==> config.mk <==
export PLATFORM = sky130hd
export DESIGN_NAME = branch_target_predictor_flat
export DESIGN_NICKNAME = d
export VERILOG_FILES = /design/src/rtl/branch_target_predictor_if.sv /design/src/rtl/branch_target_predictor.sv /design/src/flat_wrapper.sv
export SDC_FILE = /design/constraint.sdc
export NUM_CORES = 1
export LEC_CHECK = 0
export CAP_MARGIN = 20
export CORE_ASPECT_RATIO = 0.8
export CORE_UTILIZATION = 57
export DETAILED_ROUTE_END_ITERATION = 10
export PLACE_DENSITY = 0.85
export SLEW_MARGIN = 25
export SYNTH_ARGS = -nofsm -noshare
export SYNTH_HDL_FRONTEND = slang
export SYNTH_SLANG_ARGS = --single-unit
==> constraint.sdc <==
create_clock -name clk -period 15.3 [get_ports clk]
set_clock_uncertainty 0.05 [all_clocks]
set_input_delay 3.06 -clock clk [delete_from_list [all_inputs] [get_ports clk]]
set_output_delay 3.06 -clock clk [all_outputs]
set_load 0.01 [all_outputs]
==> src/rtl/branch_target_predictor_if.sv <==
`default_nettype none
// ============================================================================
//  Module   : branch_target_predictor_if
//  Brief    : Lookup / update / statistics bundle between the pipeline and
//             the branch target predictor. The pipeline side is the master.
//  Revision : 1.0  initial release
// ============================================================================
interface branch_target_predictor_if #(
  parameter int ADDR_WIDTH = 32,
  parameter int STAT_WIDTH = 16
);
  // Whole-table invalidate
  logic                  flush;
  // IF-stage lookup
  logic [ADDR_WIDTH-1:0] lk_pc;
  logic                  lk_hit;
  logic                  lk_taken;
  logic [ADDR_WIDTH-1:0] lk_next_pc;
  // ID-stage resolution
  logic                  upd_valid;
  logic [ADDR_WIDTH-1:0] upd_pc;
  logic                  upd_taken;
  logic [ADDR_WIDTH-1:0] upd_target;
  logic                  upd_pred_taken;
  logic [ADDR_WIDTH-1:0] upd_pred_target;
  logic                  upd_mispredict;
  // Statistics
  logic [STAT_WIDTH-1:0] stat_branches;
  logic [STAT_WIDTH-1:0] stat_mispredicts;

  modport master (
    output flush, lk_pc,
    output upd_valid, upd_pc, upd_taken, upd_target, upd_pred_taken, upd_pred_target,
    input  lk_hit, lk_taken, lk_next_pc, upd_mispredict,
    input  stat_branches, stat_mispredicts
  );

  modport slave (
    input  flush, lk_pc,
    input  upd_valid, upd_pc, upd_taken, upd_target, upd_pred_taken, upd_pred_target,
    output lk_hit, lk_taken, lk_next_pc, upd_mispredict,
    output stat_branches, stat_mispredicts
  );
endinterface
`default_nettype wire

==> src/rtl/branch_target_predictor.sv <==
`default_nettype none
// ============================================================================
//  Module   : branch_target_predictor
//  Brief    : Direct-mapped branch target buffer with per-entry saturating
//             direction counters. Lookup is combinational for the IF stage;
//             the ID stage trains the table and the statistics counters.
//  Revision : 1.0  initial release
// ============================================================================
module branch_target_predictor #(
  parameter int ADDR_WIDTH = 32,
  parameter int INDEX_BITS = 4,
  parameter int TAG_BITS   = 8,
  parameter int CTR_BITS   = 2,
  parameter int STAT_WIDTH = 16
) (
  input  logic                       clk,
  input  logic                       reset,   // asynchronous, active low
  branch_target_predictor_if.slave   bus
);

  localparam int ENTRIES = 2 ** INDEX_BITS;

  // Counter encodings: saturate high, allocate as weakly taken, reset/flush
  // as weakly not taken (MSB of the counter is the taken prediction).
  localparam logic [CTR_BITS-1:0]   c_ctr_max   = {CTR_BITS{1'b1}};
  localparam logic [CTR_BITS-1:0]   c_ctr_min   = {CTR_BITS{1'b0}};
  localparam logic [CTR_BITS-1:0]   c_ctr_alloc = CTR_BITS'(1) << (CTR_BITS - 1);
  localparam logic [CTR_BITS-1:0]   c_ctr_init  = c_ctr_alloc - CTR_BITS'(1);
  localparam logic [ADDR_WIDTH-1:0] c_pc_step   = ADDR_WIDTH'(4);
  localparam logic [STAT_WIDTH-1:0] c_stat_max  = {STAT_WIDTH{1'b1}};

  // Table storage, one slot per index
  logic [ENTRIES-1:0]    r_valid;
  logic [TAG_BITS-1:0]   r_tag    [ENTRIES];
  logic [ADDR_WIDTH-1:0] r_target [ENTRIES];
  logic [CTR_BITS-1:0]   r_ctr    [ENTRIES];

  // Statistics
  logic [STAT_WIDTH-1:0] r_stat_branches;
  logic [STAT_WIDTH-1:0] r_stat_mispredicts;

  // Lookup side decode
  logic [INDEX_BITS-1:0] w_lk_idx;
  logic [TAG_BITS-1:0]   w_lk_tag;
  logic                  w_lk_hit;
  logic                  w_lk_taken;

  // Update side decode
  logic [INDEX_BITS-1:0] w_upd_idx;
  logic [TAG_BITS-1:0]   w_upd_tag;
  logic                  w_upd_hit;
  logic [CTR_BITS-1:0]   w_upd_ctr;
  logic [CTR_BITS-1:0]   w_ctr_inc;
  logic [CTR_BITS-1:0]   w_ctr_dec;
  logic                  w_mispredict;

  // PC bits outside index/tag (byte offset and high bits) never take part
  // in indexing or tag matching; aliasing across them is intentional.
  logic                  w_unused_upd_pc_bits;

  assign w_lk_idx  = bus.lk_pc[INDEX_BITS+1:2];
  assign w_lk_tag  = bus.lk_pc[INDEX_BITS+TAG_BITS+1:INDEX_BITS+2];
  assign w_upd_idx = bus.upd_pc[INDEX_BITS+1:2];
  assign w_upd_tag = bus.upd_pc[INDEX_BITS+TAG_BITS+1:INDEX_BITS+2];
  assign w_unused_upd_pc_bits = ^bus.upd_pc;

  // Lookup reads the pre-edge table contents; no bypass from the update port.
  assign w_lk_hit   = r_valid[w_lk_idx] && (r_tag[w_lk_idx] == w_lk_tag);
  assign w_lk_taken = w_lk_hit && r_ctr[w_lk_idx][CTR_BITS-1];

  assign bus.lk_hit     = w_lk_hit;
  assign bus.lk_taken   = w_lk_taken;
  assign bus.lk_next_pc = w_lk_taken ? r_target[w_lk_idx] : (bus.lk_pc + c_pc_step);

  assign w_upd_hit = r_valid[w_upd_idx] && (r_tag[w_upd_idx] == w_upd_tag);
  assign w_upd_ctr = r_ctr[w_upd_idx];
  assign w_ctr_inc = (w_upd_ctr == c_ctr_max) ? w_upd_ctr : (w_upd_ctr + CTR_BITS'(1));
  assign w_ctr_dec = (w_upd_ctr == c_ctr_min) ? w_upd_ctr : (w_upd_ctr - CTR_BITS'(1));

  // A branch is mispredicted if the direction was wrong, or if it was taken
  // and the carried-down target does not match the real one.
  assign w_mispredict = bus.upd_valid &&
                        ((bus.upd_pred_taken != bus.upd_taken) ||
                         (bus.upd_taken && (bus.upd_pred_target != bus.upd_target)));

  assign bus.upd_mispredict   = w_mispredict;
  assign bus.stat_branches    = r_stat_branches;
  assign bus.stat_mispredicts = r_stat_mispredicts;

  // Table training: flush wins over an update on the same edge.
  always_ff @(posedge clk or negedge reset) begin
    if (!reset) begin
      r_valid <= '0;
      for (int i = 0; i < ENTRIES; i++) begin
        r_tag[i]    <= '0;
        r_target[i] <= '0;
        r_ctr[i]    <= c_ctr_init;
      end
    end else if (bus.flush) begin
      r_valid <= '0;
      for (int i = 0; i < ENTRIES; i++) begin
        r_ctr[i] <= c_ctr_init;
      end
    end else if (bus.upd_valid) begin
      if (w_upd_hit) begin
        if (bus.upd_taken) begin
          r_ctr[w_upd_idx]    <= w_ctr_inc;
          r_target[w_upd_idx] <= bus.upd_target;
        end else begin
          r_ctr[w_upd_idx]    <= w_ctr_dec;
        end
      end else if (bus.upd_taken) begin
        // Allocate, replacing whatever alias occupied the slot.
        r_valid[w_upd_idx]  <= 1'b1;
        r_tag[w_upd_idx]    <= w_upd_tag;
        r_target[w_upd_idx] <= bus.upd_target;
        r_ctr[w_upd_idx]    <= c_ctr_alloc;
      end
    end
  end

  // Saturating statistics; counted on every resolved branch, even under flush.
  always_ff @(posedge clk or negedge reset) begin
    if (!reset) begin
      r_stat_branches    <= '0;
      r_stat_mispredicts <= '0;
    end else if (bus.upd_valid) begin
      if (r_stat_branches != c_stat_max) begin
        r_stat_branches <= r_stat_branches + STAT_WIDTH'(1);
      end
      if (w_mispredict && (r_stat_mispredicts != c_stat_max)) begin
        r_stat_mispredicts <= r_stat_mispredicts + STAT_WIDTH'(1);
      end
    end
  end

endmodule
`default_nettype wire

==> src/flat_wrapper.sv <==
// flat-port wrapper written by rule: the top's interface ports become plain ports
module branch_target_predictor_flat 
#(
  parameter int ADDR_WIDTH = 32,
  parameter int INDEX_BITS = 4,
  parameter int TAG_BITS   = 8,
  parameter int CTR_BITS   = 2,
  parameter int STAT_WIDTH = 16
)
  (clk, reset, bus_flush, bus_lk_pc, bus_upd_valid, bus_upd_pc, bus_upd_taken, bus_upd_target, bus_upd_pred_taken, bus_upd_pred_target, bus_lk_hit, bus_lk_taken, bus_lk_next_pc, bus_upd_mispredict, bus_stat_branches, bus_stat_mispredicts);
  branch_target_predictor_if #(.ADDR_WIDTH(ADDR_WIDTH), .STAT_WIDTH(STAT_WIDTH)) bus_i ();
  input  logic clk;
  input  logic reset;
  input wire logic [$bits(bus_i.flush)-1:0] bus_flush;
  input wire logic [$bits(bus_i.lk_pc)-1:0] bus_lk_pc;
  input wire logic [$bits(bus_i.upd_valid)-1:0] bus_upd_valid;
  input wire logic [$bits(bus_i.upd_pc)-1:0] bus_upd_pc;
  input wire logic [$bits(bus_i.upd_taken)-1:0] bus_upd_taken;
  input wire logic [$bits(bus_i.upd_target)-1:0] bus_upd_target;
  input wire logic [$bits(bus_i.upd_pred_taken)-1:0] bus_upd_pred_taken;
  input wire logic [$bits(bus_i.upd_pred_target)-1:0] bus_upd_pred_target;
  output wire logic [$bits(bus_i.lk_hit)-1:0] bus_lk_hit;
  output wire logic [$bits(bus_i.lk_taken)-1:0] bus_lk_taken;
  output wire logic [$bits(bus_i.lk_next_pc)-1:0] bus_lk_next_pc;
  output wire logic [$bits(bus_i.upd_mispredict)-1:0] bus_upd_mispredict;
  output wire logic [$bits(bus_i.stat_branches)-1:0] bus_stat_branches;
  output wire logic [$bits(bus_i.stat_mispredicts)-1:0] bus_stat_mispredicts;
  assign bus_i.flush = bus_flush;
  assign bus_i.lk_pc = bus_lk_pc;
  assign bus_i.upd_valid = bus_upd_valid;
  assign bus_i.upd_pc = bus_upd_pc;
  assign bus_i.upd_taken = bus_upd_taken;
  assign bus_i.upd_target = bus_upd_target;
  assign bus_i.upd_pred_taken = bus_upd_pred_taken;
  assign bus_i.upd_pred_target = bus_upd_pred_target;
  assign bus_lk_hit = bus_i.lk_hit;
  assign bus_lk_taken = bus_i.lk_taken;
  assign bus_lk_next_pc = bus_i.lk_next_pc;
  assign bus_upd_mispredict = bus_i.upd_mispredict;
  assign bus_stat_branches = bus_i.stat_branches;
  assign bus_stat_mispredicts = bus_i.stat_mispredicts;
  branch_target_predictor #(.ADDR_WIDTH(ADDR_WIDTH), .INDEX_BITS(INDEX_BITS), .TAG_BITS(TAG_BITS), .CTR_BITS(CTR_BITS), .STAT_WIDTH(STAT_WIDTH)) u_core (.clk(clk), .reset(reset), .bus(bus_i));
endmodule
==> summary.md <==
| Metric | Value |
|---|---|
| Outcome | `complete, no violations` |
| Post-synthesis cell count | `2309` |
| CP bufs+invs | `5` |
| Final Max Tran Viols | `0` |
| Worst setup startpoint | `bus_lk_pc[2]` |
| Highest clock rate | `0.08852 GHz` |
| Area grow syn2layout | `13.79%` |
| Peak VDD IR | `0.00008277 V` |
| Setup crit end kind | `primary output` |
| Worst path depth | `12` |
| Starting Density | `57.83%` |
| Crit path DAT | `8.19 ns` |
| Port bufs | `180` |
| RSZ-0062 raised after global routing | `no` |
| Clk_lat worst skew | `0.63 ns` |
| Initial antenna violation count | `8` |
| Max-slew headroom | `19.30%` |
| Worst-margin pin slew | `1.198 ns` |
| Critical Path RT | `12.19 ns` |
| DP HPWL | `54.87 mm` |
| Number of synthesized flops with an enable pin | `0` |
| Hold Crit Class | `reg2reg` |
| Die X | `280.6 um` |
| M1 GR Usage | `41.27%` |
| CTS tree | `yes` |
| Routability cong. | `0.8439` |
| GRT Resource Usage Total | `30.48%` |
| Util after Layout | `65.81%` |
| Max H-tree Level | `3` |
| DRC | `0` |
| Share of post-route cells with drive strength above 1 | `46.05%` |
| Crit-path max cell delay | `0.85 ns` |
| Vias/cell | `6.681` |
| Total power | `4.861 mW` |
| Global-route wire length before repair | `143.8 mm` |
| Final-report hold violation count | `0` |
| Origin of the critical flop-to-flop path | `u_core.r_tag[20]` |
| TNS Setup | `0 ns` |
| Register area share after synthesis | `50.95%` |
| Setup WS post-layout | `4.003 ns` |
| Cts hold-fix bufs | `0` |
| Die area | `0.06312 sq mm` |
| Final Net Count | `2555` |
| Synth unique cells | `51` |
| Pwr/cell area | `120.7 mW/mm^2` |
| Hold path startpoint | `u_core.bus.stat_mispredicts[10]` |
| Setup WS pre-CTS | `3.474 ns` |
| Clock buffer depth | `3` |
| Worst path cell trace | `buf_8, buf_4, buf_6, nand3_1, nor3_1, buf_4, nand2_1, nor2_1, nand3_1, xnor2_1, mux2_2, clkdlybuf4s50_1` |
| Tcrit/Tclk final | `73.83%` |
| WL per Instance | `28.15 um` |
| Clock-pin transition on the worst setup and hold timing paths | `0.06 ns` |
| Endpoints failing setup | `0` |
| Avg Synthesized Cell Area | `15.33 sq um` |
| Leading cell type in the layout, fill and taps excluded | `dfrtp_1` |
| DR pass1 iterations | `6` |
| Die Y | `224.9 um` |
| Most frequent cells in the layout | `dfrtp_1 (704), mux2_2 (678), mux4_2 (243)` |
| Total wire length | `93.22 mm` |
| Row Count | `81` |
| Reg2reg path depth | `9` |
| Critical path's top delay family | `buffers and inverters` |
| CP Class | `in2out` |
| Top Usage Layer GRT | `met2` |
| Post-route insts no fill | `3311` |
| Largest net degree at the start of global routing | `173` |
| Syn nets | `2446` |
| Max Cap Viol | `0` |
| Crit-path slowest cell | `buf_4` |
| Crit path max fanout | `78` |
| Clock Sinks | `720` |
| P_leak | `18.08 nW` |
| Routed Antenna Nets | `0` |
| Top FF cell, synth | `dfrtp_1` |
| Grt met2 use | `47.62%` |
| GRT overflow | `0` |
| Inserted Clock Buffers | `73` |
| Min Tclk post-route | `11.30 ns` |
| Share of flip-flops with an asynchronous set or reset | `100.0%` |
| YS warnings | `0` |
| Vias in the first global route | `23314` |
| Met3 Resource Use GR | `7.547%` |
| CTS root buffer | `clkbuf_16` |
| I/O Pins | `201` |
| Post-Synthesis Cell Area | `0.03540 sq mm` |
| Post-CTS setup buffer count | `0` |
| Placed Cells | `3172` |
| Core area | `0.06121 sq mm` |
| Vias post-DR | `22122` |
| Iter 0 DRT Violations | `2521` |
| Hold depth | `1` |
| Post-CTS sizing | `0` |
| Synth Register Bits | `720` |
| Crit path launch type | `primary input` |
flip-flops by register name, summed over array words and instances (netlist names):
register                     flops
u_core.r_tag                   128
u_core.r_target                512
u_core.bus.stat_mispredicts     16
u_core.r_valid                  16
u_core.bus.stat_branches        16
u_core.r_ctr                    32
area by class of cell:
type	count	area, sq um
clock buffer	109	2155
antenna	3	7.507
clock inverter	26	281.5
multi-input combinational	1395	16590
tap	830	1039
sequential	720	18040
timing repair buffer	219	2138
fill	4113	20930
inverter	9	33.78
cell families (layout without fill, tap and decap cells):
logic type | count (synthesis) | count (layout) | share of synthesized area (%)
other | 0 | 3 | 0
AND/OR/NAND/NOR | 216 | 216 | 3.188
flip-flops | 720 | 720 | 50.95
buffers and inverters | 194 | 363 | 2.396
XOR/XNOR | 109 | 109 | 2.697
adder cells (fa/ha/maj) | 3 | 3 | 0.1060
AO/OA/AOI/OAI | 107 | 107 | 2.538
multiplexers | 960 | 960 | 38.13
where the power goes:
group | internal, mW | total (mW) | leakage [nW] | switching, mW
registers | 2.15 | 2.30 | 9.54 | 0.155
clock network | 1.05 | 1.82 | 1.21 | 0.767
logic | 0.432 | 0.740 | 7.33 | 0.308
total | 3.63 | 4.86 | 18.1 | 1.23
cell usage after synthesis, drive strengths merged, types with 2 or more instances:
library cell  instances  share of area, %
o311ai               15              0.37
dfrtp               704                50
a21oi                 2             0.028
o221ai               14              0.35
a31o                  2             0.049
a22oi                 6              0.13
and2                  3             0.053
inv                   9             0.095
o211ai               18              0.38
xnor2                55               1.4
a221o                16              0.45
o21ai                 3             0.053
mux4                243                15
a31oi                 2             0.035
o21bai                2             0.042
nor4                 10              0.18
nand4                16              0.28
nand3                34              0.48
a21o                 17              0.36
mux2                678                22
clkbuf              140               1.5
nor2b                 8              0.14
xor2                 54               1.3
buf                  45              0.82
and4                  9              0.22
nor2                 47              0.61
dfstp                16               1.2
mux2i                39               1.1
and3                 16              0.28
ha                    3              0.11
a211oi                3             0.064
nand2                54              0.57
nor3                 11              0.17
nand2b                4             0.071
stage by stage:
| step | area [sq um] | hold WS, ns |
|---|---|---|
| global route | 40290 | 0.4530 |
| finish | 40290 | 0.4392 |
| CTS | 40220 | 0.4414 |
| detailed placement | 37790 | 0.4334 |
| floorplan | 35400 | 0.4112 |
| global placement | 37780 | 0.4216 |
metal layers:
layer  routed length, um  up-vias
li1                    -     9002
met2               44660     1064
met1               36750    11803
met3                7882      243
met4                3859       10
met5                  69        -
path summary, 6_finish.rpt:
check / to / slack, ns
min in group asynchronous: u_core.bus.stat_branches[3] / 2.41
max in group asynchronous: u_core.r_target[196] / 10.67
max reg2reg: u_core.r_ctr[19] / 11.32
max: bus_lk_next_pc[31] / 4.00
min: u_core.bus.stat_mispredicts[10] / 0.44
min reg2reg: u_core.bus.stat_mispredicts[10] / 0.44
(Power assumes the default switching activity.)
